**config.mk**
```make
export PLATFORM = sky130hd
export DESIGN_NAME = fetch_unit
export DESIGN_NICKNAME = d
export VERILOG_FILES = /design/src/rtl/y86_pkg.sv /design/src/rtl/instr_len_decode.sv /design/src/rtl/fetch_unit.sv
export SDC_FILE = /design/constraint.sdc
export NUM_CORES = 1
export LEC_CHECK = 0
export BUFFER_PORTS_ARGS = -buffer_cell sky130_fd_sc_hd__buf_2
export CAP_MARGIN = 20
export CELL_PAD_IN_SITES_DETAIL_PLACEMENT = 0
export CELL_PAD_IN_SITES_GLOBAL_PLACEMENT = 2
export CORE_MARGIN = 2
export CORE_UTILIZATION = 33
export CTS_CLUSTER_DIAMETER = 50
export DETAILED_ROUTE_END_ITERATION = 6
export GPL_TIMING_DRIVEN = 0
export PLACE_DENSITY = 0.92
export SLEW_MARGIN = 20
export SYNTH_ARGS = -nofsm -noshare
export SYNTH_HDL_FRONTEND = slang
export SYNTH_SLANG_ARGS = --single-unit
```
**constraint.sdc**
```tcl
create_clock -name clk -period 17.43 [get_ports clk]
set_input_delay 5.229 -clock clk [delete_from_list [all_inputs] [get_ports clk]]
set_output_delay 5.229 -clock clk [all_outputs]
set_load 0.03 [all_outputs]
```
**src/rtl/y86_pkg.sv**
```systemverilog
// Shared Y86-64 definitions: icodes, status codes, fetch FSM states and
// the per-icode instruction-length table.
package y86_pkg;

    localparam logic [3:0] I_HALT   = 4'h0;
    localparam logic [3:0] I_NOP    = 4'h1;
    localparam logic [3:0] I_CMOVXX = 4'h2;
    localparam logic [3:0] I_IRMOVQ = 4'h3;
    localparam logic [3:0] I_RMMOVQ = 4'h4;
    localparam logic [3:0] I_MRMOVQ = 4'h5;
    localparam logic [3:0] I_OPQ    = 4'h6;
    localparam logic [3:0] I_JXX    = 4'h7;
    localparam logic [3:0] I_CALL   = 4'h8;
    localparam logic [3:0] I_RET    = 4'h9;
    localparam logic [3:0] I_PUSHQ  = 4'hA;
    localparam logic [3:0] I_POPQ   = 4'hB;

    localparam logic [2:0] STAT_AOK = 3'd1;
    localparam logic [2:0] STAT_HLT = 3'd2;
    localparam logic [2:0] STAT_ADR = 3'd3;
    localparam logic [2:0] STAT_INS = 3'd4;

    localparam logic [3:0] RNONE = 4'hF;

    typedef enum logic [1:0] {S_FETCH, S_OUT, S_WAIT_PC, S_HALTED} fetch_state_e;

    typedef struct packed {
        logic [3:0] len;
        logic       need_regids;
        logic       need_valc;
        logic       invalid;
    } ilen_t;

    function automatic ilen_t instr_info(input logic [3:0] icode);
        ilen_t r;
        r = '{len: 4'd1, need_regids: 1'b0, need_valc: 1'b0, invalid: 1'b0};
        case (icode)
            I_HALT, I_NOP, I_RET: ;
            I_CMOVXX, I_OPQ, I_PUSHQ, I_POPQ: begin
                r.len = 4'd2; r.need_regids = 1'b1;
            end
            I_IRMOVQ, I_RMMOVQ, I_MRMOVQ: begin
                r.len = 4'd10; r.need_regids = 1'b1; r.need_valc = 1'b1;
            end
            I_JXX, I_CALL: begin
                r.len = 4'd9; r.need_valc = 1'b1;
            end
            default: r.invalid = 1'b1;
        endcase
        return r;
    endfunction

endpackage

```
**src/rtl/instr_len_decode.sv**
```systemverilog
// Combinational length/layout decode of an instruction's first byte.
module instr_len_decode
    import y86_pkg::*;
(
    input  logic [3:0] icode,
    output logic [3:0] len,
    output logic       need_regids,
    output logic       need_valc,
    output logic       invalid
);
    ilen_t info;

    assign info        = instr_info(icode);
    assign len         = info.len;
    assign need_regids = info.need_regids;
    assign need_valc   = info.need_valc;
    assign invalid     = info.invalid;
endmodule

```
**src/rtl/fetch_unit.sv**
```systemverilog
// Y86-64 SEQ fetch: reads an instruction byte-serially from instruction
// memory, splits it into fields and hands it over on a valid/ready port.
module fetch_unit
    import y86_pkg::*;
#(
    parameter logic [63:0] RESET_PC = 64'h0
) (
    input  logic        clk,
    input  logic        rst,
    input  logic [63:0] pc_new,
    input  logic        pc_load,
    output logic        imem_req,
    output logic [63:0] imem_addr,
    input  logic        imem_ack,
    input  logic [7:0]  imem_rdata,
    input  logic        imem_err,
    output logic        out_valid,
    input  logic        out_ready,
    output logic [3:0]  icode,
    output logic [3:0]  ifun,
    output logic [3:0]  rA,
    output logic [3:0]  rB,
    output logic [63:0] valC,
    output logic [63:0] valP,
    output logic [63:0] pc,
    output logic [2:0]  stat
);
    fetch_state_e state, state_nx;
    logic [3:0] byte_idx, len_q;
    logic       regs_q, valc_q;
    logic [3:0] dec_len;
    logic       dec_regids, dec_valc, dec_inv;
    logic       fetch_ack, last_byte, start_fetch;
    logic [2:0] vbyte;

    instr_len_decode u_len_dec (
        .icode      (imem_rdata[7:4]),
        .len        (dec_len),
        .need_regids(dec_regids),
        .need_valc  (dec_valc),
        .invalid    (dec_inv)
    );

    // Reset forces req low immediately; after release FETCH requests at once.
    assign imem_req  = (state == S_FETCH) && !rst;
    assign imem_addr = pc + {60'b0, byte_idx};
    assign out_valid = (state == S_OUT);
    assign fetch_ack = imem_req && imem_ack;
    assign last_byte = (byte_idx == 4'd0) ? (dec_inv || dec_len == 4'd1)
                                          : (byte_idx == len_q - 4'd1);
    // Index into valC: skip byte 0 and, when present, the register byte.
    assign vbyte     = byte_idx[2:0] - (regs_q ? 3'd2 : 3'd1);
    assign start_fetch = (state == S_WAIT_PC && pc_load) ||
                         (state == S_OUT && out_ready && pc_load && stat == STAT_AOK);

    always_ff @(posedge clk or posedge rst) begin
        if (rst) state <= S_FETCH;
        else     state <= state_nx;
    end

    always_comb begin
        state_nx = state;
        case (state)
            S_FETCH:   if (fetch_ack && (imem_err || last_byte)) state_nx = S_OUT;
            S_OUT: begin
                if (out_ready) begin
                    if (stat != STAT_AOK) state_nx = S_HALTED;
                    else if (pc_load)     state_nx = S_FETCH;
                    else                  state_nx = S_WAIT_PC;
                end
            end
            S_WAIT_PC: if (pc_load) state_nx = S_FETCH;
            default:   state_nx = S_HALTED;
        endcase
    end

    always_ff @(posedge clk or posedge rst) begin
        if (rst) begin
            pc       <= RESET_PC;
            byte_idx <= 4'd0;
            len_q    <= 4'd0;
            regs_q   <= 1'b0;
            valc_q   <= 1'b0;
            icode    <= 4'h0;
            ifun     <= 4'h0;
            rA       <= RNONE;
            rB       <= RNONE;
            valC     <= 64'h0;
            valP     <= 64'h0;
            stat     <= STAT_AOK;
        end else if (start_fetch) begin
            pc       <= pc_new;
            byte_idx <= 4'd0;
            icode    <= 4'h0;
            ifun     <= 4'h0;
            rA       <= RNONE;
            rB       <= RNONE;
            valC     <= 64'h0;
            valP     <= 64'h0;
            stat     <= STAT_AOK;
        end else if (fetch_ack) begin
            if (imem_err) begin
                stat <= STAT_ADR;
                valP <= pc + {60'b0, byte_idx};
                // A register byte that never arrived reads as zero, not RNONE.
                if (byte_idx == 4'd0 || (regs_q && byte_idx == 4'd1)) begin
                    rA <= 4'h0;
                    rB <= 4'h0;
                end
            end else if (byte_idx == 4'd0) begin
                icode    <= imem_rdata[7:4];
                ifun     <= imem_rdata[3:0];
                len_q    <= dec_len;
                regs_q   <= dec_regids;
                valc_q   <= dec_valc;
                byte_idx <= 4'd1;
                if (dec_inv) begin
                    stat <= STAT_INS;
                    valP <= pc + 64'd1;
                end else if (dec_len == 4'd1) begin
                    stat <= (imem_rdata[7:4] == I_HALT) ? STAT_HLT : STAT_AOK;
                    valP <= pc + 64'd1;
                end
            end else begin
                if (regs_q && byte_idx == 4'd1) begin
                    rA <= imem_rdata[7:4];
                    rB <= imem_rdata[3:0];
                end else if (valc_q) begin
                    valC[{vbyte, 3'b000} +: 8] <= imem_rdata;
                end
                byte_idx <= byte_idx + 4'd1;
                if (last_byte) valP <= pc + {60'b0, len_q};
            end
        end
    end
endmodule

```
### After elaboration in Yosys (flattened, before gate mapping)

Index checks and enable logic that the tools add are counted.

* $add $sub $neg: 7
* bitwise operators: 2
* mux-type cells: 56
* equality and inequality tests: 28
* reduce and logical (&&, ||, !) cells: 36
* shift-type cells: 2

Operators by type and width (count)
* $mux 64: 13
* $add 64x4->64: 2
* $mux 4: 23
* $add 64x1->64 const B: 1
* $bwmux 64: 1
* $shift 8x8->64 const A: 1
* $shiftx 8x8->64: 1
* $mux 3: 6
* $eq 4x3->1 const B: 4
* $eq 4x4->1 const B: 4
* $mux 2: 7
* $eq 4x1->1 const B: 3
* $pmux 4 s3: 1
* $reduce_and 3->1: 4
* $reduce_or 12->1: 1
* $eq 4x2->1 const B: 2
* $logic_and 1x1->1: 8
* $logic_not 4->1: 2
* $neg 6->8: 1
* $reduce_and 4->1: 2
* $reduce_or 7->1: 1
* $ne 2x1->1 const B: 3
* $ne 2x2->1 const B: 3
* $ne 3x1->1 const B: 2
* other kinds (25): 35

* register bits after elaboration: 223
* logic and storage cells: 144
* output and inout bits: 277

### Longest topological paths before layout

Gate-level depths: netlist of the first run.

* depth in word-level cells: 11
* mapped depth: 14

### By module

A second synthesis of the first run with hierarchy kept.

* cell total of the unflattened synthesis: 1403
* area total of the unflattened synthesis: 12229.2 µm²

Modules (own cells, without submodules)
* fetch_unit: cells each 1390, area an instance 12124.1 µm², seq. area each 5591.6 µm², instances 1
* instr_len_decode: cells each 13, area an instance 105.1 µm², seq. area each 0.0 µm², instances 1

### Worst setup path after synthesis of the first run

OpenSTA, ideal clock, no wires.

* path type: input to output
* from: in rst
* to: out imem_req
* path slack: 6.320 ns
* required time: 12.201 ns
* stages: 1
* arrival: 5.881 ns
* cells stage by stage: nor3_1

* cells in the longest elaborated chain, start to end: 2

RTL lines
* from (decl): RTL line fetch_unit.sv:9 `input logic rst,`
* $logic_not 1->1 (no line)
* $logic_and 1x1->1: RTL line fetch_unit.sv:45 `assign imem_req = (state == S_FETCH) && !rst;`
* to (decl): RTL line fetch_unit.sv:12 `output logic imem_req,`

Every way passes these cells.

### Worst setup path after layout of the first run

Ends and elaborated chain as after synthesis.

==> impl_metrics.py, run 1 <==
metrics = {
    "outcome": {
        "status": "completed",
    },
    "synth": {
        "synth_largest_area_cell": "dfrtp_1",
        "yosys.cell_types.count": 62,
        "synth-edff-count": 0,
        "syn_area_per_cell_um2": 8.67,
        "synth_ff_type": "dfrtp_1",
        "async_reset_ff_share_pct": 100,
        "ys_ff_latch": 222,
        "synthTopCellsByArea": "dfrtp_1 (44%), nand2_1 (8.8%), xor2_1 (4.9%)",
        "synth_top_area_share_pct": 44.3,
        "synthCells": 1389,
        "ys_seq_area_share_pct": 46.2,
        "syn-num-nets": 1484,
        "netlist_area_um2": 12000,
        "yosys_warnings": 0,
    },
    "setup_path": {
        "cp_max_fo": 3,
        "crit_start": "rst",
        "worstPathRequired_ns": 12.20,
        "r2r_cells": 13,
        "worstSetupPathType": "in -> out",
        "crit_path_end_kind": "output pin",
        "r2r_end": "valP[62]",
        "cp_data_arrival_time_ns": 5.75,
        "cp-start-kind": "input port",
        "timing.rr.start": "byte_idx[2]",
        "reg2reg_slack_ns": 13.32,
        "endpoint": "imem_req",
    },
    "clocking": {
        "h-tree-depth": 2,
        "clk_pin_slew_ns": 0.05,
        "cts_sinks": 222,
        "holdBufCountCts": 0,
        "clockBufferDepth": 3,
        "cts_buffers": 34,
        "clock-root-buffer": "clkbuf_16",
        "cts_setup_buffers": 0,
        "cts_resized": 0,
        "cts_tree": "yes",
        "clock_latency_ns": 0.51,
    },
    "sta": {
        "hold_viol": 0,
        "worst_hold_slack_ns": 0.470,
        "final_max_slew_viol_count": 0,
        "slew_headroom_pct": 30.3,
        "finalCritPeriodShare_pct": 63.0,
        "fin_skew_ns": 0.0202,
        "fmax_mhz": 91.1,
        "worstMarginPinSlew_ns": 1.04,
        "finalSetupViolations": 0,
        "setup_ws_ns": 6.45,
        "period_minus_slack_ns": 10.98,
        "setup_total_negative_slack_ns": 0,
        "rsz0062_at_grt": "false",
    },
    "hold_path": {
        "hold_path.class": "reg -> reg",
    },
    "finish": {
        "fin_cells": 2265,
        "finalNetCount": 1871,
        "syn_to_final_growth_pct": 29.5,
        "seq_area_um2": 5570,
        "layout-drive-gt1-share_pct": 26.0,
        "fill_cells": 3651,
        "multi_input_area_um2": 5920,
    },
    "job": {
        "drv_cap": 0,
    },
    "power_and_ir_drop": {
        "leakage_nw": 7.67,
        "seqPwrFrac_pct": 27.3,
        "switching_power_w": 0.00156,
        "pwr-share-clk_pct": 22.0,
        "p_comb_share_pct": 50.7,
        "ir_drop_mv": 0.121,
        "switching_share_pct": 49.8,
        "p_per_area_nw_per_um2": 201,
        "p_int_w": 0.00158,
    },
    "global_routing": {
        "antenna_found_initial": 2,
        "grt_max_degree": 93,
        "grtUsageTotal_pct": 24.6,
        "grt_overflow": 0,
        "first_global_vias": 11500,
        "grt_pass1_wl_um": 71800,
    },
    "placed_design": {
        "place_hpwl_um": 36100,
        "dp_cells": 2201,
        "numPortBuffers": 348,
        "gp_congestion": 0.894,
        "pre_cts_ws_ns": 6.46,
    },
    "floorplanning": {
        "core_region_area_um2": 35700,
        "die_area_um2": 38000,
        "io_pins": 355,
        "die_y_um": 195,
        "initial_core_util_pct": 33.7,
        "die_x_um": 195,
        "rows": 69,
    },
    "drt": {
        "drtPass1Iterations": 5,
        "wire_per_inst_um": 21.0,
        "post_drt_via_cell_ratio": 5.19,
        "route.detailed.drc": 0,
        "vias": 11800,
        "wl_um": 47600,
        "antenna_left": 0,
        "drt_iter0_drc": 683,
    },
}
## registers in the layout, summed over array words and instances, names as in the netlist
signal    flops
valc_q        1
stat          3
rB            4
ifun          4
valP         64
valC         64
pc           64
len_q         3
icode         4
byte_idx      4
rA            4
regs_q        1
state         2
## layout make-up
class,count,area share [%]
inverters,20,0.529
repair buffers,351,11.6
clock inverters,18,0.979
flip-flops and latches,222,35.7
clock buffers,44,6.42
plain buffers,117,3.14
diodes,2,0.0321
well taps,461,3.70
multi-input cells,1030,37.9
## power by group through the flow
stage	sequential [W]	combinational, W	clock [W]
final	0.000856	0.00159	0.000690
after global routing	0.000881	0.00171	0.000723
after CTS	0.000856	0.00160	0.000703
after detailed placement	0.000862	0.00159	0
after global placement	0.000858	0.00158	0
after floorplan	0.00118	0.000740	0
## stage by stage
| stage | total power (W) | utilization (%) | instance area (µm²) |
|---|---|---|---|
| 2_1_floorplan | 0.00192 | - | 12000 |
| 3_3_place_gp | 0.00244 | 40.2 | 14400 |
| 3_5_place_dp | 0.00246 | 40.4 | 14400 |
| 4_1_cts | 0.00316 | 43.6 | 15600 |
| 5_1_grt | 0.00332 | 43.6 | 15600 |
| 6_report | 0.00314 | 43.6 | 15600 |
## critical path: stages
cell and delay (ns):
buf_2 0.14, nor3_1 0.12, buf_2 0.25
## cell families after synthesis
family / count (synthesis) / share of synthesized area, %
flip-flops: 222 / 46.2
buffers and inverters: 137 / 4.67
AND/OR/NAND/NOR: 658 / 24.9
multiplexers: 53 / 4.40
AO/OA/AOI/OAI: 178 / 8.84
XOR/XNOR: 124 / 9.02
adder cells (fa/ha/maj): 17 / 1.95
## layer usage
metal	global-route usage, %	part of all wire, %	vias to the layer above
met5	0	0.038	-
met4	9.56	3.8	2
met3	5.79	7.6	105
met2	40.1	46	484
met1	31.7	42	5676
li1	-	-	5487
## worst min-delay path by stage
stage	slack, ns	to	cells past startpoint	from
5_1_grt	0.49	valP[6]	1	valP[6]
6_report	0.47	valP[6]	1	valP[6]
3_5_place_dp	0.46	valP[6]	1	valP[6]
3_3_place_gp	0.46	valP[6]	1	valP[6]
2_1_floorplan	0.47	len_q[1]	1	len_q[1]
4_1_cts	0.47	valP[6]	1	valP[6]
## cells in the mapped netlist, drive strengths merged, types with 33 or more instances
cell type	number
nand2	281
dfrtp	213
nor2	140
clkbuf	84
o21ai	72
xor2	67
nand3	62
nor3	58
xnor2	57
a21oi	53
mux2i	53
buf	33
## cell usage in the layout, fill, tap and decap left out, types with 7 or more instances in the layout
cell type | netlist | routed
clkbuf_1 | 83 | 84
a31oi_1 | 7 | 7
dfstp_2 | 9 | 9
nand2_1 | 281 | 281
dfrtp_1 | 213 | 213
nor3_1 | 57 | 56
xnor2_1 | 57 | 57
xor2_1 | 67 | 67
a22o_1 | 9 | 9
clkbuf_16 | 0 | 37
ha_1 | 14 | 14
buf_2 | 23 | 371
and2_1 | 8 | 8
mux2i_1 | 53 | 53
a211oi_1 | 9 | 9
or3_1 | 8 | 8
a21oi_1 | 52 | 52
o21ai_0 | 69 | 69
nor4_1 | 20 | 20
or2_2 | 7 | 7
a21o_1 | 8 | 8
nand3_1 | 62 | 62
inv_1 | 20 | 19
nand4_1 | 31 | 31
nor2_1 | 140 | 140
No activity file was read; power rests on OpenSTA's default activity.
==> run 2, diff against run 1 <==
--- a/config.mk
+++ b/config.mk
@@ -10,11 +10,11 @@
 export CELL_PAD_IN_SITES_DETAIL_PLACEMENT = 0
 export CELL_PAD_IN_SITES_GLOBAL_PLACEMENT = 2
 export CORE_MARGIN = 2
-export CORE_UTILIZATION = 33
+export CORE_UTILIZATION = 30
 export CTS_CLUSTER_DIAMETER = 50
 export DETAILED_ROUTE_END_ITERATION = 6
 export GPL_TIMING_DRIVEN = 0
-export PLACE_DENSITY = 0.92
+export PLACE_DENSITY = 0.85
 export SLEW_MARGIN = 20
 export SYNTH_ARGS = -nofsm -noshare
 export SYNTH_HDL_FRONTEND = slang
==> constraint.sdc (replaced) <==
create_clock -name clk -period 11.3 [get_ports clk]
set_input_delay 3.39 -clock clk [delete_from_list [all_inputs] [get_ports clk]]
set_output_delay 3.39 -clock clk [all_outputs]
set_load 0.03 [all_outputs]
==> run 2 against run 1 <==
Clock skew increased by 0.0046 ns. Critical path depth unchanged. Sequential power increased by 55%. Worst setup slack got worse by 2.5 ns. Final area increased by 1.2%. Wire length increased by 4.2%. Non-clock buffer count decreased by 1. Clock power increased by 72%. Combinational power increased by 55%. Largest cell class unchanged.
==> impl_metrics.py, run 2 (same netlist as run 1, synthesis figures left out) <==
metrics = {
    "power_and_ir_drop": {
        "p_int_w": 0.00252,
        "p_comb_share_pct": 49.4,
        "switching_share_pct": 49.4,
        "switching_power_w": 0.00246,
        "total_power_w": 0.00498,
        "p_per_area_nw_per_um2": 316,
        "seqPwrFrac_pct": 26.7,
        "pwr-share-clk_pct": 23.8,
        "ir_drop_mv": 0.162,
        "leakage_nw": 7.70,
    },
    "clocking": {
        "clockBufferDepth": 3,
        "cts_tree": "yes",
        "clock-root-buffer": "clkbuf_16",
        "cts_sinks": 222,
        "cts_resized": 0,
        "clk_pin_slew_ns": 0.06,
        "h-tree-depth": 2,
        "holdBufCountCts": 0,
        "cts_buffers": 36,
        "clock_latency_ns": 0.56,
        "cts_setup_buffers": 0,
    },
    "drt": {
        "post_drt_via_cell_ratio": 5.02,
        "drtPass1Iterations": 4,
        "drt_iter0_drc": 701,
        "wire_per_inst_um": 21.3,
        "route.detailed.drc": 0,
        "wl_um": 49600,
        "vias": 11700,
        "antenna_left": 0,
    },
    "outcome": {
        "status": "completed",
    },
    "hold_path": {
        "hold_path.class": "reg -> reg",
    },
    "sta": {
        "finalSetupViolations": 0,
        "finalCritPeriodShare_pct": 65.0,
        "hold_viol": 0,
        "period_minus_slack_ns": 7.34,
        "setup_total_negative_slack_ns": 0,
        "worst_hold_slack_ns": 0.476,
        "fin_skew_ns": 0.0248,
        "rsz0062_at_grt": "false",
        "fmax_mhz": 136,
        "slew_headroom_pct": 20.1,
        "final_max_slew_viol_count": 0,
        "worstMarginPinSlew_ns": 1.20,
    },
    "job": {
        "drv_cap": 0,
    },
    "floorplanning": {
        "initial_core_util_pct": 30.4,
        "die_x_um": 204,
        "rows": 73,
        "die_y_um": 204,
        "die_area_um2": 41800,
        "core_region_area_um2": 39600,
        "io_pins": 355,
    },
    "global_routing": {
        "grtUsageTotal_pct": 23.5,
        "first_global_vias": 11500,
        "grt_overflow": 0,
        "grt_max_degree": 97,
        "grt_pass1_wl_um": 73400,
        "antenna_found_initial": 0,
    },
    "setup_path": {
        "worstPathRequired_ns": 7.91,
        "cp_max_fo": 3,
        "cp-start-kind": "input port",
        "crit_path_end_kind": "output pin",
        "cp_data_arrival_time_ns": 3.95,
        "worstSetupPathType": "in -> out",
    },
    "finish": {
        "seq_area_um2": 5570,
        "fill_cells": 4128,
        "syn_to_final_growth_pct": 31.1,
        "final_common_cell": "buf_2",
        "finalNetCount": 1872,
        "layout-drive-gt1-share_pct": 25.9,
        "final_cell_mix": "buf_2 (371), nand2_1 (281), dfrtp_1 (213)",
        "top_regs": "pc x64, valC x64, valP x64",
        "multi_input_area_um2": 5910,
    },
    "placed_design": {
        "gp_congestion": 0.884,
        "numPortBuffers": 348,
        "place_hpwl_um": 37300,
    },
}
run 2: cell count changes in the layout (fill, tap and decap cells not counted), sizes merged:
| cell | previous run | this run |
|---|---|---|
| bufinv | 1 | 6 |
| clkinvlp | 3 | 6 |
| clkinv | 9 | 6 |
| inv | 25 | 26 |
| clkbuf | 128 | 125 |
| diode | 2 | 1 |
| buf | 384 | 383 |
run 2: final cells by class:
cell class	count	share of cell area, %
Buffer	117	3.09
Inverter	20	0.523
Clock buffer	41	5.95
Multi-Input combinational cell	1030	37.5
Antenna cell	1	0.0159
Tap cell	525	4.16
Sequential cell	222	35.3
Clock inverter	24	2.14
Timing Repair Buffer	350	11.4
run 2: metal layers:
layer	global-route usage (%)	wire, µm
met1	30.0	20900
met2	38.1	23300
met3	6.49	3870
met4	8.41	1620
met5	0	0
run 2: path summary, 6_finish.rpt:
| path | from | to | slack, ns | cells after the start |
|---|---|---|---|---|
| max | rst | imem_req | 3.96 | 3 |
| min in group asynchronous | rst | pc[4] | 2.88 | 2 |
| min reg2reg | valP[6] | valP[6] | 0.48 | 1 |
| max reg2reg | byte_idx[2] | valP[62] | 7.17 | 13 |
| max in group asynchronous | rst | valP[43] | 7.58 | 3 |
| min | valP[6] | valP[6] | 0.48 | 1 |
run 2: through the flow:
step           cells  setup slack [ns]  utilization [%]  area, µm²
2_1_floorplan   1389              1.85                -      12000
3_3_place_gp    2262             -1.22             36.4      14400
3_5_place_dp    2264              3.97             36.6      14500
4_1_cts         2329              3.97             39.8      15800
5_1_grt         2329              3.86             39.8      15800
6_report        2330              3.96             39.8      15800
run 2: worst max-delay path, stage by stage:
cell and delay, ns:
buf_2 0.14, nor3_1 0.16, buf_2 0.26
run 2: power by group through the flow:
| stage | combinational (W) | sequential [W] | clock (W) |
|---|---|---|---|
| detailed placement | 0.00247 | 0.00134 | 0 |
| global placement | 0.00245 | 0.00133 | 0 |
| floorplan | 0.00114 | 0.00182 | 0 |
| global route | 0.00266 | 0.00137 | 0.00125 |
| CTS | 0.00248 | 0.00133 | 0.00121 |
| finish | 0.00246 | 0.00133 | 0.00119 |
